===== src/rtl/amo_unit.sv =====
// RV32A atomic memory operation engine: LR.W / SC.W / AMO*.W read-modify-write
// sequencer on a single data-memory port, owning the LR/SC reservation.

package amo_pkg;
    typedef enum logic [3:0] {
        AMO_LR,
        AMO_SC,
        AMO_SWAP,
        AMO_ADD,
        AMO_XOR,
        AMO_AND,
        AMO_OR,
        AMO_MIN,
        AMO_MAX,
        AMO_MINU,
        AMO_MAXU
    } amoop_t;
endpackage

// state   | meaning
// IDLE    | waiting for start; decodes misaligned / SC outcome
// RD_REQ  | read request outstanding until mem_gnt
// RD_WAIT | read granted, waiting for mem_rvalid
// WR_REQ  | write request outstanding until mem_gnt
// DONE    | one-cycle result pulse, back to IDLE
module amo_unit
    import amo_pkg::*;
#(
    parameter int XLEN     = 32,
    parameter int RSV_GRAN = 2
) (
    input  logic            clk,
    input  logic            rst,
    input  logic            start,
    input  amoop_t          amoop,
    input  logic [XLEN-1:0] addr,
    input  logic [XLEN-1:0] rs2_data,
    output logic            busy,
    output logic            done,
    output logic [XLEN-1:0] rd_data,
    output logic            misaligned,
    output logic            mem_req,
    output logic            mem_we,
    output logic [XLEN-1:0] mem_addr,
    output logic [XLEN-1:0] mem_wdata,
    input  logic            mem_gnt,
    input  logic            mem_rvalid,
    input  logic [XLEN-1:0] mem_rdata,
    input  logic            snoop_st,
    input  logic [XLEN-1:0] snoop_addr
);

    typedef enum logic [2:0] {
        IDLE,
        RD_REQ,
        RD_WAIT,
        WR_REQ,
        DONE
    } state_t;

    state_t          state, state_nx;
    amoop_t          op_q;
    logic [XLEN-1:0] addr_q;
    logic [XLEN-1:0] rs2_q;
    logic [XLEN-1:0] wdata_q, wdata_nx;
    logic [XLEN-1:0] res_q, res_nx;
    logic            mis_q, mis_nx;
    logic [XLEN-1:0] new_val;

    logic            rsv_valid;
    logic [XLEN-1:0] rsv_addr;
    logic            rsv_hit;
    logic            rsv_set;
    logic            rsv_sc_clr;
    logic [XLEN-1:0] rsv_tgt;
    logic            snoop_hit;
    logic            own_wr_hit;

    // Only the granule bits take part in reservation matching.
    logic            unused_bits;
    assign unused_bits = ^{addr_q[RSV_GRAN-1:0], rsv_addr[RSV_GRAN-1:0],
                           snoop_addr[RSV_GRAN-1:0]};

    assign rsv_hit = rsv_valid &&
                     (addr[XLEN-1:RSV_GRAN] == rsv_addr[XLEN-1:RSV_GRAN]);

    always_comb begin
        new_val = rs2_q;
        case (op_q)
            AMO_ADD:  new_val = mem_rdata + rs2_q;
            AMO_XOR:  new_val = mem_rdata ^ rs2_q;
            AMO_AND:  new_val = mem_rdata & rs2_q;
            AMO_OR:   new_val = mem_rdata | rs2_q;
            AMO_MIN:  new_val = ($signed(mem_rdata) < $signed(rs2_q)) ? mem_rdata : rs2_q;
            AMO_MAX:  new_val = ($signed(mem_rdata) > $signed(rs2_q)) ? mem_rdata : rs2_q;
            AMO_MINU: new_val = (mem_rdata < rs2_q) ? mem_rdata : rs2_q;
            AMO_MAXU: new_val = (mem_rdata > rs2_q) ? mem_rdata : rs2_q;
            default:  new_val = rs2_q;
        endcase
    end

    always_comb begin
        state_nx   = state;
        wdata_nx   = wdata_q;
        res_nx     = res_q;
        mis_nx     = mis_q;
        rsv_set    = 1'b0;
        rsv_sc_clr = 1'b0;
        case (state)
            IDLE: begin
                if (start) begin
                    mis_nx = 1'b0;
                    if (addr[1:0] != 2'b00) begin
                        mis_nx   = 1'b1;
                        res_nx   = '0;
                        state_nx = DONE;
                    end else if (amoop == AMO_SC) begin
                        rsv_sc_clr = 1'b1;
                        if (rsv_hit) begin
                            wdata_nx = rs2_data;
                            res_nx   = '0;
                            state_nx = WR_REQ;
                        end else begin
                            res_nx   = XLEN'(1);
                            state_nx = DONE;
                        end
                    end else begin
                        state_nx = RD_REQ;
                    end
                end
            end
            RD_REQ: begin
                if (mem_gnt) state_nx = RD_WAIT;
            end
            RD_WAIT: begin
                if (mem_rvalid) begin
                    res_nx = mem_rdata;
                    if (op_q == AMO_LR) begin
                        rsv_set  = 1'b1;
                        state_nx = DONE;
                    end else begin
                        wdata_nx = new_val;
                        state_nx = WR_REQ;
                    end
                end
            end
            WR_REQ: begin
                if (mem_gnt) state_nx = DONE;
            end
            DONE:    state_nx = IDLE;
            default: state_nx = IDLE;
        endcase
    end

    always_ff @(posedge clk or posedge rst) begin
        if (rst) begin
            state   <= IDLE;
            op_q    <= AMO_LR;
            addr_q  <= '0;
            rs2_q   <= '0;
            wdata_q <= '0;
            res_q   <= '0;
            mis_q   <= 1'b0;
        end else begin
            state   <= state_nx;
            wdata_q <= wdata_nx;
            res_q   <= res_nx;
            mis_q   <= mis_nx;
            if (state == IDLE && start) begin
                op_q   <= amoop;
                addr_q <= addr;
                rs2_q  <= rs2_data;
            end
        end
    end

    // A snoop landing in the same cycle an LR sets the reservation must be
    // compared against the address being reserved, not the stale one.
    assign rsv_tgt    = rsv_set ? addr_q : rsv_addr;
    assign snoop_hit  = snoop_st &&
                        (snoop_addr[XLEN-1:RSV_GRAN] == rsv_tgt[XLEN-1:RSV_GRAN]);
    assign own_wr_hit = (state == WR_REQ) && mem_gnt &&
                        (addr_q[XLEN-1:RSV_GRAN] == rsv_addr[XLEN-1:RSV_GRAN]);

    always_ff @(posedge clk or posedge rst) begin
        if (rst) begin
            rsv_valid <= 1'b0;
            rsv_addr  <= '0;
        end else if (rsv_set) begin
            rsv_addr  <= addr_q;
            rsv_valid <= !snoop_hit;
        end else if (rsv_sc_clr || snoop_hit || own_wr_hit) begin
            rsv_valid <= 1'b0;
        end
    end

    assign busy       = (state != IDLE);
    assign done       = (state == DONE);
    assign misaligned = done && mis_q;
    assign rd_data    = done ? res_q : '0;
    assign mem_req    = (state == RD_REQ) || (state == WR_REQ);
    assign mem_we     = (state == WR_REQ);
    assign mem_addr   = {addr_q[XLEN-1:2], 2'b00};
    assign mem_wdata  = wdata_q;

endmodule


===== config.mk =====
export PLATFORM = sky130hd
export DESIGN_NAME = amo_unit
export DESIGN_NICKNAME = d
export VERILOG_FILES = /design/src/rtl/amo_unit.sv
export SDC_FILE = /design/constraint.sdc
export NUM_CORES = 1
export LEC_CHECK = 0
export BUFFER_PORTS_ARGS = -buffer_cell sky130_fd_sc_hd__clkbuf_2
export CORE_AREA = 10 10 216 218
export CTS_CLUSTER_DIAMETER = 150
export DETAILED_ROUTE_END_ITERATION = 16
export DIE_AREA = 0 0 226 228
export HOLD_SLACK_MARGIN = 0.02
export SLEW_MARGIN = 20
export SYNTH_ARGS = -nofsm -noshare
export SYNTH_HDL_FRONTEND = slang
export SYNTH_SLANG_ARGS = --single-unit

===== constraint.sdc =====
create_clock -name clk -period 5.35 [get_ports clk]
set_input_delay 0.2675 -clock clk [delete_from_list [all_inputs] [get_ports clk]]
set_output_delay 0.2675 -clock clk [all_outputs]
set_load 0.01 [all_outputs]

==> impl_metrics.yaml <==
grt:
  first_global_vias: 12000
  grt-ovfl-total: 0
  antenna_found_initial: 2
  track_usage_pct: 17.3
  grt_pass1_wl_um: 69400
  grt_max_degree: 83
setup_path:
  endpoint_kind: "flop"
  cp_top_family: "compound AO/OA/AOI/OAI gates"
  crit_slowest_cell: "mux2i_4"
  cp_slowest_stage_delay_ns: 0.55
  ff2ff_path_depth: 12
  arrival_ns: 4.52
  reg2reg_slack_ns: 1.26
  critical_path.max_fanout: 18
  critical_path_class: "flop to flop"
  r2r-start: "rs2_q[14]"
  required_ns: 5.78
  reg2reg_to: "mem_wdata[8]"
  path_cells: "inv_1 -> ha_1 -> nor4_4 -> nand4_2 -> o221ai_1 -> a211oi_1 -> o31ai_4 -> mux2i_4 -> buf_4 -> a221oi_2 -> a311oi_1 -> mux2_2"
  critPathBufInv: 2
  start_kind: "flop"
timing:
  finalHoldViolCount: 0
  finalSetupTns_ns: 0
  drv_slew: 0
  finalSetupViolations: 0
  clock_skew_ns: 0.0147
  period_minus_slack_ns: 4.09
  hold_ws_ns: 0.0572
  slew_headroom_pct: 21.9
  rsz0062_at_grt: "no"
  worst_pin_slew_ns: 1.17
  fmax_mhz: 245
  min_period_over_period_pct: 76.4
min_path:
  holdPathEnd: "op_q[3]"
  min-delay-start: "amoop[3]"
  holdPathStages: 2
  hp-class: "primary input to flop"
route:
  vias: 11400
  drc_errors: 0
  detail_route.vias_per_cell: 5.23
  post_drt_wl_per_cell_um: 20.6
  firstDrtPassIters: 5
  wl_um: 45000
  drt_iter0_markers: 698
  antenna_left: 0
floorplan:
  die_h_um: 228
  die_area_um2: 51500
  core_area_um2: 42500
  io_pins: 239
  rows: 76
  start_util_pct: 29.4
  die_w_um: 226
synth:
  ys_types: 81
  synth.most_common_cell: "dfrtp_1"
  synth_top_cell_by_area: "dfrtp_1"
  syn-cell-area_um2: 12500
  ys.flop_type: "dfrtp_1"
  synth-async-reset-ratio_pct: 100
  synth_edf_count: 0
  yosysTopAreaCellShare_pct: 33.0
  seq_area_frac_synth_pct: 33.0
  syn_inst: 1379
  synth_common_cells: "165 x dfrtp_1, 113 x nand2_1, 96 x ha_1"
  synthMuxAreaShare_pct: 8.22
  synth_xor_area_share_pct: 7.00
  syn_area_per_cell_um2: 9.07
  synth-simple-area-share_pct: 16.1
  ys_top_cells_by_area: "dfrtp_1 33%, ha_1 9.6%, mux2_2 6.0%"
  synth_compound_area_share_pct: 19.8
  synth_top_family_by_area: "compound AO/OA/AOI/OAI gates"
  synthAdderAreaFrac_pct: 9.76
  synth-warning-count: 0
  ys_ff_latch: 165
layout:
  diodes: 0
  drive_above_1_share_pct: 24.3
  final_nets: 1862
  design_area_um2: 15300
  final_cell_count_no_fill: 2185
  fillerInstances: 4311
  area_growth_pct: 22.7
power:
  power_density_nw_per_um2: 574
  vdd_drop_max_uv: 359
  finalPower_w: 0.00880
  leakage_nw: 7.19
clocking:
  cts.sink_count: 165
  cts_buffers: 17
  cts_tree: "built"
  cts_resized: 0
  insertion_delay_ns: 0.49
  cts-root-buf: "clkbuf_16"
  clockBufferDepth: 2
  cts_setup_buffers: 0
  cts_max_level: 4
  clk_pin_slew_worst_paths_ns: 0.07
placed_design:
  place_area_um2: 14200
  gp_congestion: 0.896
  dp_cells: 2098
  port_buffers: 234
  hpwl_um: 32900
run:
  cap_violations: 0
status:
  status: "completed"
[worst max path at each step]
stage / from / to / slack [ns] / depth (start not counted)
6_report: rs2_q[14] / mem_wdata[8] / 1.26 / 12
5_1_grt: rs2_q[14] / mem_wdata[8] / 1.09 / 12
4_1_cts: rs2_q[14] / mem_wdata[2] / 1.34 / 12
3_5_place_dp: mem_rdata[14] / mem_wdata[2] / 1.35 / 13
2_1_floorplan: rst / addr_q[10] / 0.62 / 1
3_3_place_gp: mem_rdata[14] / mem_wdata[8] / 1.40 / 13
[registers in the layout (all words and copies together), names as in the netlist]
name and cells:
mem_wdata 32, res_q 32, rs2_q 32, addr_q 30, rsv_addr 30, op_q 4, state 3, mis_q 1
rsv_valid 1
[layout make-up]
cell class	instances	area [um2]	area share [%]
clock buffer	20	457	2.98
timing repair buffer	314	1920	12.5
sequential	165	4130	26.9
inverter	91	347	2.26
tap	546	683	4.45
clock inverter	11	140	0.913
multi-input combinational	1038	7680	50.0
[metal layers]
layer	part of all wire [%]	up-vias	global-route usage, %
met3	7.0	56	5.80
met4	2.4	4	6.25
met2	48	350	28.6
li1	-	5418	-
met1	43	5593	20.5
met5	0.051	-	0
[placed cells by master (no fill, tap or decap), types with 13 or more instances in the layout]
master / Yosys / layout
mux2_2: 67 / 67
nand3_1: 13 / 13
nor2_1: 91 / 90
nor3_1: 18 / 17
a22o_1: 33 / 33
nor2b_1: 15 / 15
nand2_1: 113 / 113
o21ai_0: 89 / 89
dfrtp_1: 165 / 165
a21oi_1: 66 / 65
nor4_1: 16 / 16
nand4_1: 16 / 16
clkbuf_2: 1 / 234
a21o_1: 15 / 15
dlygate4sd3_1: 0 / 56
clkbuf_16: 0 / 17
xor2_1: 58 / 57
and2_1: 40 / 39
xnor2_1: 42 / 42
a31oi_1: 15 / 15
ha_1: 96 / 96
mux2i_1: 26 / 25
a211oi_1: 18 / 18
buf_4: 8 / 23
inv_1: 90 / 89
o22ai_1: 23 / 23
a221oi_1: 21 / 21
[power breakdown]
part	leakage (nW)	switching, W	internal (W)
Combinational	4.86	0.00318	0.00202
Clock	0.289	0.000595	0.000720
Sequential	2.05	0.000479	0.00181
Total	7.19	0.00425	0.00455
[cell families after synthesis]
group	after synthesis
other cells	1
flops	165
mux	94
xor+xnor	100
fa+ha+maj	97
simple gates	384
compound gates	361
buf+inv	177
[timing repair]
action,in CTS,in global routing
hold buffers,56,0
setup endpoints to repair,0,0
hold endpoints to repair,111,0
[stage by stage]
| stage | setup slack [ns] | util (%) |
|---|---|---|
| 5_1_grt | 1.09 | 36.1 |
| 2_1_floorplan | 0.621 | - |
| 4_1_cts | 1.34 | 36.1 |
| 3_5_place_dp | 1.35 | 33.4 |
| 3_3_place_gp | 1.40 | 33.4 |
| 6_report | 1.26 | 36.1 |
Power figures use the tool's default switching activity.
